$ cat config.mk
export PLATFORM = sky130hd
export DESIGN_NAME = cv32e40p_div_lockstep_cmp_flat
export DESIGN_NICKNAME = d
export VERILOG_FILES = /design/src/rtl/cv32e40p_div_lockstep_cmp_if.sv /design/src/rtl/cv32e40p_div_lockstep_cmp.sv /design/src/flat_wrapper.sv
export SDC_FILE = /design/constraint.sdc
export NUM_CORES = 1
export LEC_CHECK = 0
export ABC_CLOCK_PERIOD_IN_PS = 8900
export CAP_MARGIN = 20
export CORE_ASPECT_RATIO = 0.7
export CORE_MARGIN = 5
export CORE_UTILIZATION = 40
export CTS_CLUSTER_SIZE = 8
export DETAILED_ROUTE_END_ITERATION = 16
export GPL_TIMING_DRIVEN = 1
export PLACE_DENSITY = 0.69
export SETUP_SLACK_MARGIN = 0.3
export SYNTH_ARGS = -nofsm -noshare
export SYNTH_HDL_FRONTEND = slang
export SYNTH_SLANG_ARGS = --single-unit
$ cat constraint.sdc
create_clock -name Clk_CI -period 8.9 [get_ports Clk_CI]
set_clock_uncertainty 0.1 [all_clocks]
set_input_delay 1.78 -clock Clk_CI [delete_from_list [all_inputs] [get_ports Clk_CI]]
set_output_delay 1.78 -clock Clk_CI [all_outputs]
set_load 0.02 [all_outputs]
$ cat src/rtl/cv32e40p_div_lockstep_cmp_if.sv
// Result-stream interface for the divider lockstep comparator.
// Carries the accepted-result strobes and result values of the reference
// and unit-under-test divider instances.
//   RefVld_SI : reference result accepted this cycle
//   RefRes_DI : reference result value
//   UutVld_SI : UUT result accepted this cycle
//   UutRes_DI : UUT result value
// master drives the streams (divider side / bench), slave observes them
// (the comparator).
interface cv32e40p_div_lockstep_cmp_if #(
    parameter int C_WIDTH = 32
);
    logic               RefVld_SI;
    logic [C_WIDTH-1:0] RefRes_DI;
    logic               UutVld_SI;
    logic [C_WIDTH-1:0] UutRes_DI;

    modport master (output RefVld_SI, RefRes_DI, UutVld_SI, UutRes_DI);
    modport slave  (input  RefVld_SI, RefRes_DI, UutVld_SI, UutRes_DI);
endinterface

$ cat src/rtl/cv32e40p_div_lockstep_cmp.sv
// Lockstep result comparator for the serial divider.
// Each result stream is buffered in its own FIFO so that the reference and
// UUT may run skewed by up to C_DEPTH results; heads are compared in order
// and problems are reported through sticky flags.
// Optional feature: define CV32E40P_LOCKSTEP_CAPTURE_EN to build the
// first-mismatch capture registers (ErrIdx_DO, ErrRef_DO, ErrUut_DO);
// without it those outputs are tied to 0.
// Ports:
//   Clk_CI      : clock, rising edge
//   Rst_RBI     : synchronous active-low reset
//   Clear_SI    : clears flags, counters and capture (not the FIFOs)
//   res_if      : reference/UUT result streams (slave modport)
//   Mismatch_SO : sticky, a compared pair differed
//   Overflow_SO : sticky, push dropped on a full FIFO
//   Timeout_SO  : sticky, one side waited C_TIMEOUT cycles
//   CmpCnt_DO   : saturating comparison count
//   ErrIdx_DO   : CmpCnt value at the first mismatch
//   ErrRef_DO / ErrUut_DO : first mismatching pair
module cv32e40p_div_lockstep_cmp #(
    parameter int C_WIDTH     = 32,
    parameter int C_DEPTH     = 4,
    parameter int C_TIMEOUT   = 64,
    parameter int C_CNT_WIDTH = 16
) (
    input  logic                       Clk_CI,
    input  logic                       Rst_RBI,
    input  logic                       Clear_SI,
    cv32e40p_div_lockstep_cmp_if.slave res_if,
    output logic                       Mismatch_SO,
    output logic                       Overflow_SO,
    output logic                       Timeout_SO,
    output logic [C_CNT_WIDTH-1:0]     CmpCnt_DO,
    output logic [C_CNT_WIDTH-1:0]     ErrIdx_DO,
    output logic [C_WIDTH-1:0]         ErrRef_DO,
    output logic [C_WIDTH-1:0]         ErrUut_DO
);
    localparam int PW = $clog2(C_DEPTH);
    localparam int TW = $clog2(C_TIMEOUT + 1);
    localparam logic [TW-1:0] TMO_MAX  = TW'(C_TIMEOUT);
    localparam logic [TW-1:0] TMO_LAST = TW'(C_TIMEOUT - 1);

    // Index 0 is the reference side, index 1 the UUT side.
    logic [C_WIDTH-1:0] mem  [2][C_DEPTH];
    logic [PW:0]        wptr [2];
    logic [PW:0]        rptr [2];
    logic [C_WIDTH-1:0] din  [2];
    logic [C_WIDTH-1:0] head [2];
    logic [1:0]         vld;
    logic [1:0]         empty;
    logic [1:0]         full;
    logic [1:0]         push;
    logic               cmp;
    logic               one_busy;
    logic               mismatch_set;
    logic               overflow_set;
    logic               timeout_set;
    logic [TW-1:0]      tmo_cnt;

    assign vld     = {res_if.UutVld_SI, res_if.RefVld_SI};
    assign din[0]  = res_if.RefRes_DI;
    assign din[1]  = res_if.UutRes_DI;

    // Full is detected by equal slot index with opposite wrap bit.
    always_comb begin
        for (int s = 0; s < 2; s++) begin
            empty[s] = (wptr[s] == rptr[s]);
            full[s]  = (wptr[s][PW] != rptr[s][PW]) &&
                       (wptr[s][PW-1:0] == rptr[s][PW-1:0]);
            head[s]  = mem[s][rptr[s][PW-1:0]];
        end
    end

    assign cmp          = ~|empty;
    assign one_busy     = empty[0] ^ empty[1];
    // A pop in the same cycle frees the slot, so a full FIFO still accepts.
    assign push         = vld & (~full | {2{cmp}});
    assign overflow_set = |(vld & full & ~{2{cmp}});
    assign mismatch_set = cmp && (head[0] != head[1]);
    // Fires only on the transition to C_TIMEOUT so a clear is not undone
    // while the counter sits at its hold value.
    assign timeout_set  = one_busy && (tmo_cnt == TMO_LAST);

    always_ff @(posedge Clk_CI) begin
        if (!Rst_RBI) begin
            for (int s = 0; s < 2; s++) begin
                wptr[s] <= '0;
                rptr[s] <= '0;
            end
        end else begin
            for (int s = 0; s < 2; s++) begin
                if (push[s]) wptr[s] <= wptr[s] + 1'b1;
                if (cmp)     rptr[s] <= rptr[s] + 1'b1;
            end
        end
    end

    // Storage needs no reset; the pointers define what is valid.
    always_ff @(posedge Clk_CI) begin
        for (int s = 0; s < 2; s++) begin
            if (Rst_RBI && push[s]) mem[s][wptr[s][PW-1:0]] <= din[s];
        end
    end

    always_ff @(posedge Clk_CI) begin
        if (!Rst_RBI) begin
            tmo_cnt <= '0;
        end else if (Clear_SI || cmp || !one_busy) begin
            tmo_cnt <= '0;
        end else if (tmo_cnt != TMO_MAX) begin
            tmo_cnt <= tmo_cnt + 1'b1;
        end
    end

    // Sticky flags: a set condition wins over a coincident clear.
    always_ff @(posedge Clk_CI) begin
        if (!Rst_RBI) begin
            Mismatch_SO <= 1'b0;
            Overflow_SO <= 1'b0;
            Timeout_SO  <= 1'b0;
            CmpCnt_DO   <= '0;
        end else begin
            if (mismatch_set)  Mismatch_SO <= 1'b1;
            else if (Clear_SI) Mismatch_SO <= 1'b0;
            if (overflow_set)  Overflow_SO <= 1'b1;
            else if (Clear_SI) Overflow_SO <= 1'b0;
            if (timeout_set)   Timeout_SO  <= 1'b1;
            else if (Clear_SI) Timeout_SO  <= 1'b0;
            if (Clear_SI)                     CmpCnt_DO <= '0;
            else if (cmp && CmpCnt_DO != '1)  CmpCnt_DO <= CmpCnt_DO + 1'b1;
        end
    end

`ifdef CV32E40P_LOCKSTEP_CAPTURE_EN
    logic capture;

    // A clear in the same cycle re-arms capture, so this mismatch counts as first.
    assign capture = mismatch_set && (!Mismatch_SO || Clear_SI);

    always_ff @(posedge Clk_CI) begin
        if (!Rst_RBI) begin
            ErrIdx_DO <= '0;
            ErrRef_DO <= '0;
            ErrUut_DO <= '0;
        end else if (capture) begin
            ErrIdx_DO <= CmpCnt_DO;
            ErrRef_DO <= head[0];
            ErrUut_DO <= head[1];
        end else if (Clear_SI) begin
            ErrIdx_DO <= '0;
            ErrRef_DO <= '0;
            ErrUut_DO <= '0;
        end
    end
`else
    assign ErrIdx_DO = '0;
    assign ErrRef_DO = '0;
    assign ErrUut_DO = '0;
`endif

endmodule
$ cat src/flat_wrapper.sv
// flat-port wrapper written by rule: the top's interface ports become plain ports
module cv32e40p_div_lockstep_cmp_flat 
#(
    parameter int C_WIDTH     = 32,
    parameter int C_DEPTH     = 4,
    parameter int C_TIMEOUT   = 64,
    parameter int C_CNT_WIDTH = 16
)
  (Clk_CI, Rst_RBI, Clear_SI, Mismatch_SO, Overflow_SO, Timeout_SO, CmpCnt_DO, ErrIdx_DO, ErrRef_DO, ErrUut_DO, res_if_RefVld_SI, res_if_RefRes_DI, res_if_UutVld_SI, res_if_UutRes_DI);
  cv32e40p_div_lockstep_cmp_if #(.C_WIDTH(C_WIDTH)) res_if_i ();
  input  logic Clk_CI;
  input  logic Rst_RBI;
  input  logic Clear_SI;
  output logic Mismatch_SO;
  output logic Overflow_SO;
  output logic Timeout_SO;
  output logic [C_CNT_WIDTH-1:0] CmpCnt_DO;
  output logic [C_CNT_WIDTH-1:0] ErrIdx_DO;
  output logic [C_WIDTH-1:0] ErrRef_DO;
  output logic [C_WIDTH-1:0] ErrUut_DO;
  input wire logic [$bits(res_if_i.RefVld_SI)-1:0] res_if_RefVld_SI;
  input wire logic [$bits(res_if_i.RefRes_DI)-1:0] res_if_RefRes_DI;
  input wire logic [$bits(res_if_i.UutVld_SI)-1:0] res_if_UutVld_SI;
  input wire logic [$bits(res_if_i.UutRes_DI)-1:0] res_if_UutRes_DI;
  assign res_if_i.RefVld_SI = res_if_RefVld_SI;
  assign res_if_i.RefRes_DI = res_if_RefRes_DI;
  assign res_if_i.UutVld_SI = res_if_UutVld_SI;
  assign res_if_i.UutRes_DI = res_if_UutRes_DI;
  cv32e40p_div_lockstep_cmp #(.C_WIDTH(C_WIDTH), .C_DEPTH(C_DEPTH), .C_TIMEOUT(C_TIMEOUT), .C_CNT_WIDTH(C_CNT_WIDTH)) u_core (.Clk_CI(Clk_CI), .Rst_RBI(Rst_RBI), .Clear_SI(Clear_SI), .res_if(res_if_i), .Mismatch_SO(Mismatch_SO), .Overflow_SO(Overflow_SO), .Timeout_SO(Timeout_SO), .CmpCnt_DO(CmpCnt_DO), .ErrIdx_DO(ErrIdx_DO), .ErrRef_DO(ErrRef_DO), .ErrUut_DO(ErrUut_DO));
endmodule
* Word-level counts from Yosys, hierarchy flattened
Memory sizes are Yosys's and may differ from the RTL's.
Index checks and enable logic that the tools add are counted.
W data, S select, Z words.
** Storage, ports and cells
- Flip-flop bits (word level) :: 26
- RAM bits :: 268
- Bits of input ports :: 69
- Logic and storage cells :: 98
- Memories kept :: 3
** Memory list
- u_core.mem :: words 2, width 128, read ports 2, clocked after Yosys merged registers in 0, write ports 2, line cv32e40p_div_lockstep_cmp.sv:43 : logic [C_WIDTH-1:0] mem [2][C_DEPTH];
- u_core.rptr :: words 2, width 3, read ports 2, clocked after Yosys merged registers in 0, write ports 2, line cv32e40p_div_lockstep_cmp.sv:45 : logic [PW:0] rptr [2];
- u_core.wptr :: words 2, width 3, read ports 2, clocked after Yosys merged registers in 0, write ports 2, line cv32e40p_div_lockstep_cmp.sv:44 : logic [PW:0] wptr [2];
** Cells by class
- Add/subtract/negate cells :: 6
- Magnitude comparators :: 6
- Equal/unequal tests :: 10
- Mux-type cells :: 32
- Bitwise gates (word level) :: 16
- Reductions and logical operators :: 20
** Operator list (number)
- $mux W128 :: 2
- $mux W32 :: 6
- $bmux W32 S2 :: 2
- $demux W32 S2 :: 2
- $ne A32 B32 Y1 :: 1
- $add A16 B1 Y16 const B :: 1
- $mux W1 :: 16
- $ne A16 B16 Y1 const B :: 1
- $add A3 B1 Y3 const B :: 4
- $ge A3 B3 Y1 const B :: 4
- $mux W3 :: 4
- $not A2 Y3 :: 4
- $logic_and A1 B1 Y1 :: 9
- $reduce_or A2 Y1 :: 4
- $add A7 B1 Y7 const B :: 1
- $eq A7 B6 Y1 const B :: 1
- $ne A7 B7 Y1 const B :: 1
- $and A2 B2 Y2 :: 3
- $eq A3 B3 Y1 :: 2
- $lt A3 B1 Y1 const B :: 2
- $reduce_bool A2 Y1 :: 3
- $eq A2 B2 Y1 :: 2
- $not A2 Y2 :: 2
- $or A1 B1 Y1 :: 4
- other kinds (6) :: 9

* Depth between registers and ports, before layout
Gate-level depths: netlist of the first run.
An unclocked memory read counts as a cell.
- Word-level depth :: 10
- Gate-level depth with buffers :: 10
- Mapped depth without buffers :: 8

* Worst setup path after synthesis of the first run
No wires, ideal clock.
- Kind :: input-to-reg
- Start :: input res_if_UutVld_SI
- End :: memory u_core.mem[0][128] (netlist bit) (enable)
- Arrival :: 2822 ps
- Required time :: 8408 ps
- Slack :: 5586 ps
- Cell stages on the path :: 3
- Buffers on the path :: 0
- Path through :: nand2_1 nor2_1 and2_1
** RTL lines
- start: declaration :: line flat_wrapper.sv:23 : input wire logic [$bits(res_if_i.UutVld_SI)-1:0] res_if_UutVld_SI;
- end: declaration :: line cv32e40p_div_lockstep_cmp.sv:43

* Worst setup path after layout of the first run
- Start :: register u_core.CmpCnt_DO[0]
- End :: output CmpCnt_DO[0]
** RTL lines
- start: declaration :: line cv32e40p_div_lockstep_cmp.sv:32 : output logic [C_CNT_WIDTH-1:0] CmpCnt_DO,
- start signal: assignment :: line cv32e40p_div_lockstep_cmp.sv:129 : else if (cmp && CmpCnt_DO != '1) CmpCnt_DO <= CmpCnt_DO + 1'b1;
- end: declaration :: line flat_wrapper.sv:17 : output logic [C_CNT_WIDTH-1:0] CmpCnt_DO;
No word-level cell between the ends.

==> results of run 1 <==
[per-stage QoR]
stage	std cells	hold slack, ns
2_1_floorplan	742	0.384
3_3_place_gp	1155	0.379
3_5_place_dp	1155	0.390
4_1_cts	1215	0.400
5_1_grt	1215	0.437
6_report	1215	0.395
[flip-flops by register name, indices dropped and copies added, names as in the netlist]
register / count
u_core.tmo_cnt: 7
u_core.rptr: 6
u_core.CmpCnt_DO: 16
u_core.mem: 256
u_core.wptr: 6
u_core.Overflow_SO: 1
u_core.Timeout_SO: 1
u_core.Mismatch_SO: 1
[cells in the final DEF (no fill, tap or decap), types with 4 or more instances in the layout]
cell type,Yosys,layout
nand3_1,9,9
nor2b_1,4,4
inv_1,14,14
conb_1,1,80
clkbuf_1,9,14
xor2_1,44,44
dfxtp_1,26,26
clkbuf_16,0,43
clkdlybuf4s50_1,0,87
and3_1,8,8
ha_1,14,14
edfxtp_1,268,268
nand2_1,13,13
nand4_1,9,9
xnor2_1,18,18
nor4_1,8,8
and2_1,8,8
buf_4,82,12
nor2_1,37,37
mux4_2,64,64
[per-layer routing]
layer / vias to the layer above / part of all wire [%] / GRT usage, % / wire length [um]
met1: 2900 / 49 / 20.8 / 11300
li1: 2629 / - / - / -
met5: - / 0 / 0 / 0
met4: 0 / 1.6 / 4.15 / 376
met3: 33 / 6.2 / 3.10 / 1450
met2: 175 / 44 / 19.4 / 10200
[synthesized netlist by cell type, types with 2 or more instances]
cell	instances
buf_12	2
nand2_1	13
a21oi_1	2
nand2b_1	2
edfxtp_1	268
nor3_1	2
nand4_1	9
inv_1	14
dfxtp_1	26
or3_1	2
and2_1	8
o21ai_0	2
xnor2_1	18
and3_1	8
xor2_1	44
buf_4	82
ha_1	14
mux4_2	64
buf_6	4
clkbuf_1	9
nor2b_1	4
nand3_1	9
nor4_1	8
nor2_1	37
[cell type report]
cell class	count	area, um2
clock buffer	57	1130
inverter	14	52.6
tap	412	515
timing repair buffer	99	961
clock inverter	3	36.3
multi-input combinational	336	3070
sequential	294	8570
fill	2484	15600
[kinds of logic after synthesis]
group | count (synthesis) | share of synthesized area (%)
compound gates | 9 | 0.546
xor+xnor | 62 | 4.47
fa+ha+maj | 14 | 1.44
buf+inv | 112 | 6.53
flops | 294 | 70.6
mux | 65 | 12.0
other cells | 1 | 0.0309
simple gates | 106 | 4.43
[power by group through the flow]
stage | Combinational (W) | Clock, W | Sequential, W
floorplan | 0.000677 | 0 | 0.00169
global placement | 0.000871 | 0 | 0.00168
detailed placement | 0.000882 | 0 | 0.00169
CTS | 0.000885 | 0.00144 | 0.00166
global route | 0.000948 | 0.00151 | 0.00167
finish | 0.000873 | 0.00141 | 0.00166
[path summary, 6_finish.rpt]
kind	from	end	slack (ns)
setup / recovery	u_core.CmpCnt_DO[0]	CmpCnt_DO[0]	5.40
hold / removal	u_core.Mismatch_SO	u_core.Mismatch_SO	0.39
setup reg to reg	u_core.rptr[0][0]	u_core.mem[0][27]	5.85
hold reg to reg	u_core.Mismatch_SO	u_core.Mismatch_SO	0.39
==> out/qor.yml, run 1 <==
setup_path:
  crit_family: "buffers and inverters"
  critPathSlowestCell: "clkdlybuf4s50_1"
  crit_path_start_kind: "register"
  cp.buffers_inverters: 1
  cp_slowest_stage_delay_ns: 0.65
  path_cells: "clkdlybuf4s50_1"
  cp_max_fo: 6
  worst_ep_arrival_time_ns: 1.62
  r2r_cells: 9
  critPathCaptureType: "primary output"
  crit_required_ns: 7.02
  crit_cells: 1
  path_class: "register to primary output"
timing:
  slew_viol_final: 0
  setup_viol: 0
  slew_headroom_pct: 53.6
  hold_violations: 0
  rsz0062_at_grt: "no"
  period_minus_slack_ns: 3.50
  finalCritPeriodShare_pct: 39.3
  final.setup.tns_ns: 0
  fmax_mhz: 286
  postLayoutSetupSlackWorst_ns: 5.40
  worst_pin_slew_ns: 0.695
yosys:
  synthesis.area_mm2: 0.0121
  synth_edf_count: 268
  synth.area.top_cells: "edfxtp_1, mux4_2, buf_4"
  synth_seq_area_share_pct: 70.6
  ys_types: 36
  synthArstFlopShare_pct: 0
  synth_warnings: 0
  syn_avg_cell_area_um2: 18.3
  synth_ff_type: "edfxtp_1"
  ys_seq_elements: 294
  synth_top_cell_area_share_pct: 66.3
  syn_inst: 663
  synth.largest_area_cell: "edfxtp_1"
grt:
  grt_pass1_vias: 5795
  track_usage_pct: 13.6
  grt_pass1_wl_um: 34700
  grt-ovfl-total: 0
  antenna_found_initial: 0
  grt_max_degree: 36
routing:
  ant_nets: 0
  drtIter0Drc: 340
  drt_wl_total_um: 23300
  num_vias: 5737
  route.detailed.drc: 0
  viasPerCell: 4.72
  wl_per_cell_um: 19.2
  dr.pass1.iters: 5
finish:
  final_cell_area_mm2: 0.0143
  antenna_cells: 0
  final_util_pct: 47.8
  nets: 870
  layout-drive-gt1-share_pct: 15.4
  area_growth_pct: 18.1
die:
  die_x_um: 218
  ioPinCount: 168
  core-area_mm2: 0.0300
  fp-row-count: 53
  start_util_pct: 40.5
  dieArea_mm2: 0.0340
  dieHeight_um: 156
power:
  combPwrFrac_pct: 22.2
  p_int_w: 0.00288
  power_switching_w: 0.00106
  power_w: 0.00394
  p_seq_share_pct: 42.2
  p_per_area_mw_per_mm2: 275
  switching_share_pct: 27.0
  peakVddDrop_mv: 0.136
  clockPowerShare_pct: 35.7
  leakage_nw: 4.79
cts:
  clk_pin_slew_ns: 0.05
  cts_buffer_depth: 3
  post_cts_resized: 0
  htreeDepth: 2
  root_buffer: "clkbuf_16"
  cts-buffers-inserted: 42
  clkSinkCount: 294
  clock_latency_ns: 0.54
  postCtsHoldBufs: 0
  post-cts-setup-buffer-count: 0
  cts_tree: "yes"
placed_design:
  gp_congestion: 0.777
  pre_cts_ws_ns: 5.00
  io_buffer_count: 87
  dpl.hpwl_um: 15300
  placedInstanceArea_mm2: 0.0132
run:
  maxCapViolations: 0
worst_hold_path:
  hold-path-cell-count: 2
  hold_class: "register to register"
run_status:
  outcome: "finished, final reports clean"
(Power assumes the default switching activity.)
==> run 2: changes to the inputs <==
Settings changed: ABC_CLOCK_PERIOD_IN_PS 8900 to 3600.
Clock period 8.9 ns to 3.6 ns, I/O delays scaled along.
==> run 2 against run 1 <==
Effect of this change:
- register-to-register slack got worse by 4.9 ns
- critical path depth increased by 6
- worst setup slack got worse by 4.4 ns
- sequential cell count unchanged
- clock power increased to 2.5 times the previous value
- non-clock buffer count unchanged
- sequential power increased by 150%
- global-route usage decreased by 0.14 points
- largest power group unchanged
==> out/qor.yml, run 2 (same netlist as run 1, synthesis figures left out) <==
grt:
  grt-ovfl-total: 0  # unchanged
  grt_pass1_vias: 5720  # was 5,795
  track_usage_pct: 13.4  # was 13.6%
  grt_max_degree: 35  # was 36
  grt_pass1_wl_um: 34400  # was 34,700 um
  antenna_found_initial: 0  # unchanged
setup_path:
  worst_ep_arrival_time_ns: 2.90  # was 1.62 ns
  path_cells: "buf_12, mux4_2, xor2_1, nor4_1, nand4_1, nor2_1, o22ai_1"  # was clkdlybuf4s50_1
  cp_max_fo: 32  # was 6
  path_class: "register to register"  # was register to primary output
  crit_required_ns: 3.88  # was 7.02 ns
  critPathSlowestCell: "mux4_2"  # was clkdlybuf4s50_1
  cp_slowest_stage_delay_ns: 0.60  # was 0.65 ns
  critPathCaptureType: "register"  # was primary output
  cp.buffers_inverters: 1  # unchanged
  crit_path_start_kind: "register"  # unchanged
  crit_family: "simple AND/OR/NAND/NOR gates"  # was buffers and inverters
timing:
  hold_violations: 0  # unchanged
  period_minus_slack_ns: 2.63
  slew_viol_final: 0  # unchanged
  hold_slack_ns: 0.393  # was 0.395 ns
  postLayoutSetupSlackWorst_ns: 0.972  # was 5.40 ns
  final.setup.tns_ns: 0  # unchanged
  setup_viol: 0  # unchanged
  finalCritPeriodShare_pct: 73.0
  fmax_mhz: 381
  slew_headroom_pct: 54.3  # was 53.6%
  rsz0062_at_grt: "no"  # unchanged
  worst_pin_slew_ns: 0.684  # was 0.695 ns
routing:
  ant_nets: 0  # unchanged
  wl_per_cell_um: 19.1  # was 19.2 um
  route.detailed.drc: 0  # unchanged
  drtIter0Drc: 443  # was 340
  dr.pass1.iters: 4  # was 5
  drt_wl_total_um: 23200  # was 23,300 um
  num_vias: 5788  # was 5,737
  viasPerCell: 4.76  # was 4.72
power:
  clockPowerShare_pct: 36.1  # was 35.7%
  switching_share_pct: 26.5  # was 27.0%
  p_per_area_mw_per_mm2: 685  # was 275 mW/mm2
  p_int_w: 0.00724  # was 0.00288 W
  combPwrFrac_pct: 22.0  # was 22.2%
  peakVddDrop_mv: 0.312  # was 0.136 mV
  power_switching_w: 0.00262  # was 0.00106 W
  p_seq_share_pct: 41.8  # was 42.2%
  leakage_nw: 4.81  # was 4.79 nW
cts:
  clkSinkCount: 294  # unchanged
  post_cts_resized: 0  # unchanged
  cts_tree: "yes"  # unchanged
  clock_latency_ns: 0.52  # was 0.54 ns
  postCtsHoldBufs: 0  # unchanged
  root_buffer: "clkbuf_16"  # unchanged
  post-cts-setup-buffer-count: 0  # unchanged
  cts_buffer_depth: 3  # unchanged
  htreeDepth: 2  # unchanged
  cts-buffers-inserted: 42  # unchanged
  clk_pin_slew_ns: 0.05  # about the same
die:
  dieHeight_um: 156  # unchanged
  start_util_pct: 40.5  # unchanged
  die_x_um: 218  # unchanged
  dieArea_mm2: 0.0340  # unchanged
  fp-row-count: 53  # unchanged
  core-area_mm2: 0.0300  # unchanged
  ioPinCount: 168  # unchanged
finish:
  antenna_cells: 0  # unchanged
  final_cell_mix: "edfxtp_1, clkdlybuf4s50_1, conb_1"  # unchanged
  nets: 870  # unchanged
  area_growth_pct: 18.6  # was 18.1%
  largest_reg_flops: 256  # unchanged
  layout_commonest_cell: "edfxtp_1"  # unchanged
  layout-drive-gt1-share_pct: 15.5  # was 15.4%
run:
  maxCapViolations: 0  # unchanged
placed_design:
  io_buffer_count: 87  # unchanged
  gp_congestion: 0.790  # was 0.777
  pre_cts_ws_ns: 0.739  # was 5.00 ns
  dpl.hpwl_um: 15100  # was 15,300 um
run_status:
  outcome: "finished, final reports clean"  # unchanged
worst_hold_path:
  hold_class: "register to register"  # unchanged
[run 2: changes by cell type in the layout (fill, tap and decap cells not counted), sizes merged]
| cell | previous run | this run |
|---|---|---|
| clkbuf | 57 | 61 |
| clkinv | 3 | 0 |
[run 2: worst paths after layout]
kind	startpoint	to	slack (ns)	cells after the start
worst max register to register	u_core.rptr[0][0]	u_core.Mismatch_SO	0.97	7
worst min-delay path	u_core.Mismatch_SO	u_core.Mismatch_SO	0.39	2
worst min register to register	u_core.Mismatch_SO	u_core.Mismatch_SO	0.39	2
worst max-delay path	u_core.rptr[0][0]	u_core.Mismatch_SO	0.97	7
[run 2: cell type report]
type	count	area [um2]
timing repair buffer	99	986
fill	2490	15600
multi-input combinational	336	3070
tap	412	515
sequential	294	8570
clock buffer	61	1200
inverter	14	52.6
[run 2: power groups by stage]
stage	combinational [W]	clock, W	sequential, W
finish	0.00217	0.00356	0.00412
global route	0.00236	0.00381	0.00414
CTS	0.00221	0.00365	0.00412
detailed placement	0.00220	0	0.00419
global placement	0.00218	0	0.00418
floorplan	0.00167	0	0.00417
[run 2: per-stage QoR]
step	std cells	total power, W	util, %	cell area, um2
finish	1216	0.00986	48.0	14400
global route	1216	0.0103	48.0	14400
CTS	1216	0.00998	48.0	14400
detailed placement	1155	0.00639	44.0	13200
global placement	1155	0.00636	44.0	13200
floorplan	742	0.00584	-	12400
[run 2: tightest hold or removal path: cells and delay by family, from the launching register on]
family,cells,cell delay (ns)
buffers and inverters,1,0.05
DFF,1,0.31
AOI/OAI and AO/OA,1,0.07
[run 2: metal layers]
| metal | GRT usage [%] | vias to the layer above | part of all wire [%] |
|---|---|---|---|
| met3 | 3.28 | 33 | 7.4 |
| met4 | 3.53 | 0 | 1.7 |
| met1 | 20.9 | 2909 | 48 |
| met5 | 0 | - | 0 |
| met2 | 19.0 | 217 | 43 |
| li1 | - | 2629 | - |
==> run 3: changes to the inputs <==
Settings changed: ABC_CLOCK_PERIOD_IN_PS 3600 to 2200, PLACE_DENSITY 0.69 to 0.72.
Clock period 3.6 ns to 2.2 ns, I/O delays scaled along.
==> run 3 against run 2 <==
Effect of this change:
- the flow now finishes with violations (setup timing)
- sequential share of layout area decreased by 4.3 points
- non-clock buffer count is 61 higher
- final cell count up 6.0%
- largest power group unchanged
- sequential cell count is the same
==> out/qor.yml, run 3 (same netlist as run 1, synthesis figures left out) <==
cts:
  htreeDepth: 2  # unchanged
  root_buffer: "clkbuf_16"  # unchanged
  cts_buffer_depth: 3  # unchanged
  clkSinkCount: 294  # unchanged
  clock_latency_ns: 0.53  # was 0.52 ns
  cts_tree: "yes"  # unchanged
  clk_pin_slew_ns: 0.05  # about the same
  cts-buffers-inserted: 42  # unchanged
  postCtsHoldBufs: 0  # unchanged
power:
  leakage_nw: 5.31  # was 4.81 nW
  p_int_w: 0.0125  # was 0.00724 W
  p_seq_share_pct: 38.8  # was 41.8%
  p_per_area_mw_per_mm2: 1120  # was 685 mW/mm2
  peakVddDrop_mv: 0.624  # was 0.312 mV
  switching_share_pct: 28.1  # was 26.5%
  combPwrFrac_pct: 28.7  # was 22.0%
  clockPowerShare_pct: 32.5  # was 36.1%
  power_switching_w: 0.00490  # was 0.00262 W
routing:
  num_vias: 6382  # was 5,788
  dr.pass1.iters: 5  # was 4
  viasPerCell: 4.95  # was 4.76
  drtIter0Drc: 508  # was 443
  wl_per_cell_um: 21.3  # was 19.1 um
  route.detailed.drc: 0  # unchanged
  ant_nets: 0  # unchanged
  drt_wl_total_um: 27500  # was 23,200 um
die:
  dieHeight_um: 156  # unchanged
  die_x_um: 218  # unchanged
  ioPinCount: 168  # unchanged
  dieArea_mm2: 0.0340  # unchanged
  core-area_mm2: 0.0300  # unchanged
  start_util_pct: 40.5  # unchanged
  fp-row-count: 53  # unchanged
placed_design:
  dpl.hpwl_um: 16900  # was 15,100 um
  io_buffer_count: 87  # unchanged
  gp_congestion: 0.758  # was 0.790
  dp.cells: 1188  # was 1,155
  pre_cts_ws_ns: -0.595  # was 0.739 ns
setup_path:
  cp_max_fo: 5  # was 32
  crit_path_start_kind: "register"  # unchanged
  path_class: "register to register"  # unchanged
  crit_required_ns: 2.50  # was 3.88 ns
  worst_ep_arrival_time_ns: 2.82  # was 2.90 ns
  critPathCaptureType: "register"  # unchanged
timing:
  setup_viol: 271  # was 0
  fmax_mhz: 397  # was 381 MHz
  hold_violations: 0  # unchanged
  final.setup.tns_ns: -43.96  # was 0 ns
  rsz0062_at_grt: "yes"  # was no
  postLayoutSetupSlackWorst_ns: -0.317  # was 0.972 ns
  slew_viol_final: 0  # unchanged
  period_minus_slack_ns: 2.52  # was 2.63 ns
  finalCritPeriodShare_pct: 114  # was 73.0%
finish:
  area_growth_pct: 27.9  # was 18.6%
  antenna_cells: 0  # unchanged
  largest_reg_flops: 256  # unchanged
  final_util_pct: 51.8  # was 48.0%
  nets: 943  # was 870
  final_cells: 1289  # was 1,216
  final_cell_mix: "edfxtp_1, clkdlybuf4s50_1, conb_1"  # unchanged
  layout-drive-gt1-share_pct: 26.6  # was 15.5%
  layout_commonest_cell: "edfxtp_1"  # unchanged
run_status:
  outcome: "finished with violations"  # was finished, final reports clean
  violations: "setup timing"
grt:
  grt_pass1_vias: 6330  # was 5,720
  track_usage_pct: 15.6  # was 13.4%
  antenna_found_initial: 1  # was 0
  grt_max_degree: 32  # was 35
  grt-ovfl-total: 0  # unchanged
  grt_pass1_wl_um: 39300  # was 34,400 um
worst_hold_path:
  hold_class: "register to register"  # unchanged
run:
  maxCapViolations: 0  # unchanged
[run 3: cell types whose count changed in the layout (fill, tap and decap cells not counted), moves of 4 or more]
cell    before  now
and2_1       8    0
and2_4       0   20
buf_12       2   17
buf_4       10   38
buf_6        0   10
nor2_1      37   30
nor2_2       0    4
nor4_1       8    4
[run 3: final timing paths]
| check | startpoint | end | slack (ns) | depth (start not counted) |
|---|---|---|---|---|
| setup / recovery | u_core.rptr[0][0] | u_core.Mismatch_SO | -0.32 | 8 |
| hold / removal | u_core.Mismatch_SO | u_core.Mismatch_SO | 0.41 | 2 |
| setup reg to reg | u_core.rptr[0][0] | u_core.Mismatch_SO | -0.32 | 8 |
| hold reg to reg | u_core.Mismatch_SO | u_core.Mismatch_SO | 0.41 | 2 |
[run 3: worst max-delay path: stages (launching register included)]
cell and delay (ns):
edfxtp_1 0.52, buf_12 0.18, buf_12 0.11, mux4_2 0.52, xor2_1 0.19, nor4_4 0.39
nand4_1 0.19, nor2_1 0.12, o22ai_1 0.08
[run 3: power by group through the flow]
| stage | clock network, W | registers (W) | logic [W] |
|---|---|---|---|
| after floorplan | 0 | 0.00682 | 0.00297 |
| after global placement | 0 | 0.00685 | 0.00426 |
| after detailed placement | 0 | 0.00686 | 0.00429 |
| after CTS | 0.00578 | 0.00676 | 0.00479 |
| after global routing | 0.00607 | 0.00679 | 0.00532 |
| final | 0.00567 | 0.00676 | 0.00500 |
[run 3: through the flow]
stage               instance area (um2)  power [W]  hold slack (ns)
floorplan                         12600    0.00979            0.384
global placement                  13700     0.0111            0.402
detailed placement                13700     0.0111            0.402
CTS                               15300     0.0173            0.419
global route                      15500     0.0182            0.438
finish                            15500     0.0174            0.408
[run 3: repair_timing]
item                                    CTS  global route
hold endpoints to repair                  0             0
cloned                                   15             5
pin swaps                                15            14
gates resized for setup                  25            21
endpoints found under the setup margin  324           324
buffers inserted                         16             4
[run 3: per-layer routing]
layer / share of wire [%] / GRT usage [%] / vias up
met1: 44 / 23.2 / 3242
li1: - / - / 2812
met2: 46 / 22.7 / 290
met5: 0.025 / 0 / -
met3: 9.2 / 4.71 / 36
met4: 1.3 / 3.74 / 2
[run 3: final cells by class]
type                       count  area, um2
tap                          412        515
fill                        2406      14500
sequential                   294       8570
multi-input combinational    348       3410
timing repair buffer         160       1820
inverter                      14       55.1
clock inverter                 4       37.5
clock buffer                  57       1110
